`config.mk`:
```
export PLATFORM = sky130hd
export DESIGN_NAME = mac4_dot_accum
export DESIGN_NICKNAME = d
export VERILOG_FILES = /design/src/rtl/mac4_dot_accum.sv
export SDC_FILE = /design/constraint.sdc
export NUM_CORES = 1
export LEC_CHECK = 0
export ABC_AREA = 1
export CAP_MARGIN = 30
export CELL_PAD_IN_SITES_DETAIL_PLACEMENT = 0
export CELL_PAD_IN_SITES_GLOBAL_PLACEMENT = 1
export CORE_MARGIN = 2
export CORE_UTILIZATION = 40
export CTS_CLUSTER_DIAMETER = 50
export DETAILED_ROUTE_END_ITERATION = 6
export HOLD_SLACK_MARGIN = 0.08
export PLACE_DENSITY_LB_ADDON = 0.1
export SYNTH_ARGS = -nofsm -noshare
export SYNTH_HDL_FRONTEND = slang
export SYNTH_HIERARCHICAL = 1
export SYNTH_SLANG_ARGS = --single-unit
```
`constraint.sdc`:
```
create_clock -name clk -period 3.9 [get_ports clk]
set_input_delay 0.78 -clock clk [delete_from_list [all_inputs] [get_ports clk]]
set_output_delay 0.78 -clock clk [all_outputs]
set_load 0.05 [all_outputs]
```
`src/rtl/mac4_dot_accum.sv`:
```
// Sequential 4-bit dot-product engine around a combinational 4x4 tree multiplier.
// Define MAC4_DOT_SAT_EN to make the accumulator saturate instead of wrapping.

module mul4x4_tree (
    input  logic [3:0] x,
    input  logic [3:0] y,
    output logic [7:0] o
);
    logic [7:0] pp0, pp1, pp2, pp3;
    logic [7:0] s01, s23;

    // Shifted partial products reduced as a two-level adder tree.
    assign pp0 = {4'b0000, x & {4{y[0]}}};
    assign pp1 = {3'b000, x & {4{y[1]}}, 1'b0};
    assign pp2 = {2'b00, x & {4{y[2]}}, 2'b00};
    assign pp3 = {1'b0, x & {4{y[3]}}, 3'b000};
    assign s01 = pp0 + pp1;
    assign s23 = pp2 + pp3;
    assign o   = s01 + s23;
endmodule

module mac4_dot_accum #(
    parameter int ACC_W = 16,
    parameter int LEN_W = 4
) (
    input  logic             clk,
    input  logic             rst_n,
    input  logic             start,
    input  logic [LEN_W-1:0] len,
    input  logic             in_valid,
    output logic             in_ready,
    input  logic [3:0]       in_x,
    input  logic [3:0]       in_y,
    output logic             out_valid,
    input  logic             out_ready,
    output logic [ACC_W-1:0] out_sum,
    output logic             out_ovf,
    output logic             busy
);
    localparam logic [1:0] S_IDLE  = 2'd0;
    localparam logic [1:0] S_RUN   = 2'd1;
    localparam logic [1:0] S_DRAIN = 2'd2;
    localparam logic [1:0] S_DONE  = 2'd3;

    logic [1:0]       state_q, state_d;
    logic [LEN_W-1:0] remaining_q, remaining_d;
    logic             va_q, vb_q;
    logic [3:0]       xa_q, ya_q;
    logic [7:0]       prod_q;
    logic [7:0]       mult_o;
    logic [ACC_W-1:0] acc_q, acc_d;
    logic             ovf_q, ovf_d;
    logic [ACC_W:0]   sum_w;
    logic             hs;

    mul4x4_tree u_mul (
        .x (xa_q),
        .y (ya_q),
        .o (mult_o)
    );

    assign in_ready  = (state_q == S_RUN);
    assign hs        = in_valid & in_ready;
    assign out_valid = (state_q == S_DONE);
    assign busy      = (state_q != S_IDLE);
    assign out_sum   = acc_q;
    assign out_ovf   = ovf_q;
    assign sum_w     = {1'b0, acc_q} + (ACC_W+1)'(prod_q);

    always_comb begin
        // NOTE: every always_comb output gets a default first so no path infers a latch.
        state_d     = state_q;
        remaining_d = remaining_q;
        acc_d       = acc_q;
        ovf_d       = ovf_q;

        if (vb_q) begin
`ifdef MAC4_DOT_SAT_EN
            acc_d = sum_w[ACC_W] ? {ACC_W{1'b1}} : sum_w[ACC_W-1:0];
`else
            acc_d = sum_w[ACC_W-1:0];
`endif
            ovf_d = ovf_q | sum_w[ACC_W];
        end

        case (state_q)
            S_IDLE: begin
                if (start) begin
                    acc_d       = '0;
                    ovf_d       = 1'b0;
                    remaining_d = len;
                    state_d     = (len != '0) ? S_RUN : S_DONE;
                end
            end
            S_RUN: begin
                if (hs) begin
                    remaining_d = remaining_q - 1'b1;
                    if (remaining_q == LEN_W'(1)) state_d = S_DRAIN;
                end
            end
            S_DRAIN: begin
                // Both pipeline stages must be empty so the last product is already in acc.
                if (!va_q && !vb_q) state_d = S_DONE;
            end
            S_DONE: begin
                if (out_ready) state_d = S_IDLE;
            end
            default: state_d = S_IDLE;
        endcase
    end

    // NOTE: sequential state uses non-blocking assignments so all registers update together.
    always_ff @(posedge clk) begin
        if (!rst_n) begin
            state_q     <= S_IDLE;
            remaining_q <= '0;
            va_q        <= 1'b0;
            vb_q        <= 1'b0;
            acc_q       <= '0;
            ovf_q       <= 1'b0;
        end else begin
            state_q     <= state_d;
            remaining_q <= remaining_d;
            va_q        <= hs;
            vb_q        <= va_q;
            acc_q       <= acc_d;
            ovf_q       <= ovf_d;
        end
    end

    // NOTE: operand and product registers carry no reset; their valid bits guard every use.
    always_ff @(posedge clk) begin
        if (hs) begin
            xa_q <= in_x;
            ya_q <= in_y;
        end
        if (va_q) prod_q <= mult_o;
    end
endmodule

```
## Word level (Yosys, flattened, before mapping)

Cells that the tools add are included.

- Register bits: 41
- Input port bits: 17
- Output and inout bits: 20

- Add/subtract/negate cells: 5
- Eq/ne operators: 9
- Mux-type cells: 16
- Bitwise gates (word level): 6
- Reductions and logical operators: 9

Operators by type and width:

| operator | number |
|---|---|
| $mux W16 | 3 |
| $add A16 B8 Y17 | 1 |
| $and A4 B4 Y4 | 4 |
| $mux W2 | 6 |
| $add A6 B7 Y8 | 1 |
| $add A8 B8 Y8 | 1 |
| $mux W4 | 2 |
| $pmux W2 S4 | 1 |
| $pmux W4 S2 | 1 |
| $add A4 B5 Y6 | 1 |
| $ne A2 B1 Y1 const B | 3 |
| $reduce_and A5 Y1 | 1 |
| $eq A2 B2 Y1 const B | 2 |
| $eq A4 B1 Y1 const B | 1 |
| $ne A2 B2 Y1 const B | 2 |
| $reduce_bool A2 Y1 | 2 |
| $reduce_bool A4 Y1 | 1 |
| $sub A4 B1 Y4 const B | 1 |
| $mux W1 | 3 |
| $reduce_and A3 Y1 | 1 |
| $eq A2 B1 Y1 const B | 1 |
| $logic_not A1 Y1 | 2 |
| $logic_not A2 Y1 | 1 |
| $and A1 B1 Y1 | 1 |
| other kinds (2) | 2 |

## Depth between registers and ports, before layout

Gate-level depths: netlist of the first run.

- Depth after elaboration: 5
- Gate-level depth with buffers: 12
- Mapped depth without buffers: 12

## Cells and area by module

Netlist of the first run, hierarchy kept.

By module, submodules not included:

| module | instances | cells an instance | area each (µm²) | sequential area each (µm²) |
|---|---|---|---|---|
| mac4_dot_accum | 1 | 281 | 2,218.4 | 980.9 |
| mul4x4_tree | 1 | 66 | 432.9 | 0.0 |

## Worst setup path after synthesis of the first run

Ideal clock, no wire load.

- Path type: reg2reg
- From: register ya_q[0]
- To: register prod_q[7], data pin
- Setup time: 253 ps
- Arrival: 2,502 ps
- Setup slack: 1,144 ps
- Stages on the path, launching flop included: 13
- Path buffers: 0
- Clock period less this slack: 2,756 ps
- Cell sequence: edfxtp_1 -> nand2_1 -> inv_1 -> fa_1 -> inv_1 -> fa_1 -> inv_1 -> ha_1 -> fa_1 -> nand2_1 -> nand3_1 -> nand3_1 -> nand2_1

- Word-level cells in the longest chain between the ends: 3

RTL lines:

| element | RTL line | RTL |
|---|---|---|
| start: declaration | 48 | `logic [3:0] xa_q, ya_q;` |
| start signal: assignment | 135 | `ya_q <= in_y;` |
| $and A4 B4 Y4 | 13 | `assign pp0 = {4'b0000, x & {4{y[0]}}};` |
| $add A4 B5 Y6 | 17 | `assign s01 = pp0 + pp1;` |
| $add A8 B8 Y8 | 19 | `assign o = s01 + s23;` |
| net mult_o[7] | 50 | `logic [7:0] mult_o;` |
| end signal: assignment | 137 | `if (va_q) prod_q <= mult_o;` |
| end: declaration | 49 | `logic [7:0] prod_q;` |

The timed path passes the listed nets, and every way through them passes these cells.
A chain may end at the register's enable or synchronous reset.

## Worst setup path in the final report of the first run

Same ends and word-level chain as after synthesis.

==> results of run 1 <==
-- power by group --
| group | leakage, nW | internal [W] | switching, W |
|---|---|---|---|
| clock | 0.0492 | 0.000144 | 0.000152 |
| sequential | 0.349 | 0.000515 | 0.0000444 |
| combinational | 1.17 | 0.000193 | 0.000310 |
-- worst max-delay path by stage --
stage | from | endpoint | slack (ns) | cells after the start
final | ya_q[0] | prod_q[7] | 1.02 | 12
after global routing | ya_q[0] | prod_q[7] | 0.79 | 12
after CTS | ya_q[0] | prod_q[7] | 1.00 | 12
after detailed placement | ya_q[0] | prod_q[7] | 1.02 | 12
after global placement | ya_q[0] | prod_q[7] | 1.07 | 12
after floorplan | ya_q[0] | prod_q[7] | 1.14 | 12
-- cells by family after synthesis --
group | Yosys count | synth area share [%]
compound gates | 39 | 7.98
flops | 41 | 37.0
fa+ha+maj | 31 | 16.3
xor+xnor | 4 | 1.32
simple gates | 165 | 27.7
buf+inv | 67 | 9.67
-- per-layer routing --
layer  vias to the layer above  track usage [%]
met2                        26             28.1
li1                       1193                -
met3                         6             3.02
met4                         0             3.90
met5                         -                0
met1                       996             18.7
-- cells in the final DEF, fill, tap and decap left out, types with 4 or more instances in the layout --
cell type / synthesis / final
a21oi_1: 20 / 20
nand2_2: 4 / 4
fa_1: 6 / 6
inv_1: 61 / 61
clkdlybuf4s50_1: 0 / 36
edfxtp_1: 16 / 16
nand3_2: 5 / 5
nor3_1: 4 / 4
nand2_1: 82 / 82
ha_1: 25 / 25
nand3_1: 29 / 29
dfxtp_1: 25 / 25
nand4_1: 4 / 4
o21ai_0: 13 / 13
clkbuf_8: 0 / 6
nor2_1: 32 / 32
-- registers in the layout, summed over array words and instances (netlist names), 2 cells and up --
register	count
out_sum	16
prod_q	8
remaining_q	4
state_q	2
xa_q	4
ya_q	4
-- final cells by class --
cell class	instances	area (um2)
Clock inverter	2	12.5
Fill cell	659	3190
Multi-Input combinational cell	239	1410
Clock buffer	6	82.6
Tap cell	77	96.3
Inverter	64	240
Sequential cell	41	981
Timing Repair Buffer	37	368
-- per-stage QoR --
step / cells / utilization [%] / hold slack, ns / power (W)
2_1_floorplan: 347 / - / 0.468 / 0.000945
3_3_place_gp: 458 / 48.5 / 0.451 / 0.00107
3_5_place_dp: 458 / 48.5 / 0.456 / 0.00108
4_1_cts: 466 / 50.0 / 0.468 / 0.00138
5_1_grt: 466 / 50.0 / 0.487 / 0.00149
6_report: 466 / 50.0 / 0.461 / 0.00136
-- critical path, cell delays in order (launching register included) --
cell and delay [ns]:
edfxtp_1 0.44, nand2_1 0.10, inv_1 0.05, fa_1 0.52, inv_1 0.05, fa_1 0.53, inv_1 0.04, ha_1 0.22
fa_1 0.42, nand2_1 0.09, nand3_1 0.06, nand3_1 0.06, nand2_1 0.05
==> metrics.yaml, run 1 <==
worst_setup_path:
  startpoint_type: "flop"
  r2r-start: "ya_q[0]"
  path_max_fanout: 4
  reg2reg_to: "prod_q[7]"
  critPathRequiredTime_ns: 3.95
  critPathKind: "flop to flop"
  reg2reg_depth: 12
  reg2reg_slack_ns: 1.02
  critPathArrivalTime_ns: 2.93
  end_kind: "flop"
drt:
  vias: 2221
  wl_met2_mm: 2.58
  drt_iter0_drc: 87
  wl_per_cell_um: 11.1
  avgViaCountPerCell: 4.77
  first_pass_iters: 4
  wl_mm: 5.17
  wl_met1_mm: 2.40
  drc: 0
  drtAntennaViolNets: 0
  dr_wl_met3_um: 143
  top_layer_used: "met4"
global_route:
  grt_pass1_wl_mm: 9.20
  grt.total_usage_pct: 15.5
  antenna_found_initial: 0
  grt_pass1_vias: 2142
  grt.overflow.total: 0
  grt_max_degree: 24
logic_synthesis:
  netlist_area_um2: 2650
  synthTopCellsByArea: "dfxtp_1, edfxtp_1, ha_1"
  synth_edf_count: 16
  synth_most_common_cell: "nand2_1"
  yosysSeqAreaShare_pct: 37.0
  yosysTopAreaCellShare_pct: 18.9
  synth_cell_type_count: 28
  syn_area_per_cell_um2: 7.64
  synth_cells: 347
  syn_nets: 395
  synth_common_cells: "nand2_1, inv_1, nor2_1"
  ys_ff_latch: 41
  ys_warn_count: 6
  ys.flop_type: "dfxtp_1"
  async_flop_share_pct: 0
  yosysTopAreaCell: "dfxtp_1"
run_status:
  status: "complete, no violations"
sta:
  setup_violations: 0
  fmax_ghz: 0.347
  fin_skew_ns: 0.00519
  slew_violations: 0
  rsz0062_at_grt: "false"
  fin_crit_ns: 2.88
  finalCritPeriodShare_pct: 73.9
  layout_setup_ws_ns: 1.02
  worstMarginPinSlew_ns: 0.836
  finalHoldViolCount: 0
  tns_ns: 0
  slew_headroom_pct: 44.2
clocking:
  root_buffer: "clkbuf_8"
  hold_buffers: 0
  cts_setup_buffers: 0
  insertion_delay_ns: 0.29
  clock-sinks: 41
  htreeDepth: 2
  post_cts_resized: 0
  cts_buffer_depth: 2
  cts.clk_slew.worst_paths_ns: 0.08
  cts_tree: "done"
  numCtsBuffers: 5
place:
  routabilityCongestion: 0.806
  place_ws_ns: 1.02
  dpl.hpwl_mm: 4.15
  placed_cell_area_um2: 3100
  io_buffers: 36
flow_run:
  maxCapViolations: 0
cells_and_area:
  diodes: 0
  drive_gt1_share_pct: 6.17
  area_delta_synth_final_pct: 20.5
  layout.nets: 436
  stdcell_area_um2: 3190
hold_path:
  hold_path.class: "flop to flop"
  hold_start: "out_ovf"
  hold_path_end: "out_ovf"
  whs_path_depth: 2
floorplan:
  rows: 29
  fp.dieW_um: 85.4
  fp.dieH_um: 85.4
  fp.coreArea_um2: 6390
  start_util_pct: 41.5
  dieArea_um2: 7300
  design.portCount: 37
power:
  power.leakage_nw: 1.57
  peakVddDrop_uv: 227
  cellPowerDensity_nw_per_um2: 425
Power figures use the tool's default switching activity.
==> run 2: changes to the inputs <==
--- a/config.mk
+++ b/config.mk
@@ -10,7 +10,7 @@
 export CELL_PAD_IN_SITES_DETAIL_PLACEMENT = 0
 export CELL_PAD_IN_SITES_GLOBAL_PLACEMENT = 1
 export CORE_MARGIN = 2
-export CORE_UTILIZATION = 40
+export CORE_UTILIZATION = 36
 export CTS_CLUSTER_DIAMETER = 50
 export DETAILED_ROUTE_END_ITERATION = 6
 export HOLD_SLACK_MARGIN = 0.08
==> constraint.sdc (replaced) <==
create_clock -name clk -period 2.4 [get_ports clk]
set_input_delay 0.48 -clock clk [delete_from_list [all_inputs] [get_ports clk]]
set_output_delay 0.48 -clock clk [all_outputs]
set_load 0.05 [all_outputs]
==> run 2 against run 1 <==
Compared with the run above: the run now ends with negative setup slack left; clock-buffer cell count unchanged; global-route usage decreased by 1.1 points; first-iteration DRC count down 37%; setup slack worse by 1.2 ns; via count increased by 2.6%; clock skew rose by 0.0019 ns; clock power increased by 65%; critical path depth did not move; die area is 11% higher; final area is 5.3% higher; utilization fell by 3.1 points; largest cell class unchanged.
==> metrics.yaml, run 2 (synthesis gave the netlist of run 1 again) <==
run_status:
  status: "complete, but fails checks"
  violations: "negative setup slack"
cells_and_area:
  area_delta_synth_final_pct: 26.9
  stdcell_area_um2: 3360  # +5.3%
  final_cell_mix: "nand2_1, inv_1, clkdlybuf4s50_1, nor2_1, nand3_1"
  diodes: 0  # unchanged
  fill_cells: 752  # +14%
  largest_reg_flops: 16  # unchanged
  drive_gt1_share_pct: 11.3  # +5.1 points
  layout.nets: 447  # +2.5%
  final_common_cell: "nand2_1"
floorplan:
  design.portCount: 37  # unchanged
  fp.dieH_um: 89.8  # +5.2%
  start_util_pct: 36.9  # -4.6 points
  dieArea_um2: 8070  # +11%
  rows: 31  # +6.9%
  fp.coreArea_um2: 7180  # +12%
  fp.dieW_um: 89.8  # +5.2%
clocking:
  hold_buffers: 0  # unchanged
  clock-sinks: 41  # unchanged
  htreeDepth: 2  # unchanged
  root_buffer: "clkbuf_8"
  insertion_delay_ns: 0.30  # about the same
  cts_tree: "done"
  cts.clk_slew.worst_paths_ns: 0.08  # about the same
  cts_buffer_depth: 2  # unchanged
  numCtsBuffers: 5  # unchanged
global_route:
  grt.overflow.total: 0  # unchanged
  met3_usage_pct: 2.85  # -0.17 points
  grt_max_degree: 14  # -42%
  grt_pass1_vias: 2297  # +7.2%
  met2_usage_pct: 26.8  # -1.3 points
  grt.total_usage_pct: 14.4  # -1.1 points
  antenna_found_initial: 0  # unchanged
  grt_use_met1_pct: 16.8  # -1.9 points
  grt.busiest_layer: "met2"
  grt_pass1_wl_mm: 9.70  # +5.4%
sta:
  layout_setup_ws_ns: -0.209  # -1.23 ns
  rsz0062_at_grt: "true"
  fmax_ghz: 0.383  # +10%
  worstMarginPinSlew_ns: 0.601  # -0.235 ns
  setup_violations: 3  # +3
  finalHoldViolCount: 0  # unchanged
  finalCritPeriodShare_pct: 109  # +35 points
  slew_violations: 0  # unchanged
  fin_crit_ns: 2.61  # -0.273 ns
  fin_skew_ns: 0.00713  # +0.00194 ns
  slew_headroom_pct: 59.7  # +16 points
flow_run:
  maxCapViolations: 0  # unchanged
drt:
  first_pass_iters: 4  # unchanged
  drt_iter0_drc: 55  # -37%
  wl_per_cell_um: 10.9  # -2.1%
  drc: 0  # unchanged
  avgViaCountPerCell: 4.57  # -4.2%
  vias: 2278  # +2.6%
  drtAntennaViolNets: 0  # unchanged
  wl_mm: 5.42  # +4.9%
worst_setup_path:
  slowest_delay_ns: 0.52  # about the same
  startpoint_type: "flop"
  critPathRequiredTime_ns: 2.46  # -1.49 ns
  path_max_fanout: 3  # -1
  end_kind: "flop"
  crit_slowest_cell: "fa_1"
  crit_path_frequent_cell: "nand2_1"
  crit_chain: "nand2_1 > inv_2 > fa_1 > inv_1 > fa_1 > inv_2 > ha_4 > fa_2 > nand2_1 > nand3_1 > nand3_1 > nand2_1"
  critPathKind: "flop to flop"
  critPathArrivalTime_ns: 2.67  # -0.26 ns
place:
  placed_cell_area_um2: 3210  # +3.5%
  routabilityCongestion: 0.803  # -0.36%
  dpl.hpwl_mm: 4.41  # +6.3%
  io_buffers: 36  # unchanged
hold_path:
  hold_path.class: "flop to flop"
power:
  cellPowerDensity_nw_per_um2: 686  # +61%
  peakVddDrop_uv: 305  # +34%
  p_total_w: 0.00231  # +70%
  power.leakage_nw: 1.65  # +5.0%
run 2: per-stage QoR:
stage          std cells  hold WS, ns  util [%]  setup slack [ns]  setup TNS, ns
3_3_place_gp         490        0.441      44.7            -0.215         -0.387
4_1_cts              499        0.457      46.1            -0.219         -0.381
2_1_floorplan        347        0.468         -            -0.207         -0.390
5_1_grt              499        0.483      46.9            -0.326         -0.716
6_report             499        0.453      46.9            -0.209         -0.339
3_5_place_dp         490        0.444      44.7            -0.242         -0.433
run 2: worst paths after layout:
kind / endpoint / startpoint / slack (ns) / cells after the start
worst max-delay path: prod_q[7] / ya_q[2] / -0.21 / 12
worst min register to register: out_ovf / out_ovf / 0.45 / 2
worst max register to register: prod_q[7] / ya_q[2] / -0.21 / 12
worst min-delay path: out_ovf / out_ovf / 0.45 / 2
run 2: area by class of cell:
class / count / area [um2] / area share [%]
timing repair buffer: 48 / 459 / 13.7
clock inverter: 2 / 12.5 / 0.372
tap: 99 / 124 / 3.68
multi-input combinational: 239 / 1460 / 43.5
inverter: 64 / 240 / 7.14
clock buffer: 6 / 82.6 / 2.46
sequential: 41 / 981 / 29.2
run 2: where the power goes:
group          switching (W)  internal [W]
clock network       0.000253      0.000234
logic               0.000551      0.000371
registers          0.0000628      0.000836
run 2: repair_timing:
item / in CTS / in global routing
cloned: 0 / 0
gates resized for setup: 1 / 12
pin swaps: 1 / 1
endpoints found under the setup margin: 3 / 6
buffers inserted: 1 / 0
run 2: critical path, delay by kind of cell, from the launching register on:
kind	cells	cell delay, ns
flops	1	0.39
buf+inv	3	0.14
fa+ha+maj	4	1.53
simple gates	5	0.33
run 2: per-layer routing:
layer  part of all wire (%)  up-vias
li1                       -     1216
met3                    3.0        9
met4                    1.4        0
met5                      0        -
met2                     50       28
met1                     46     1025
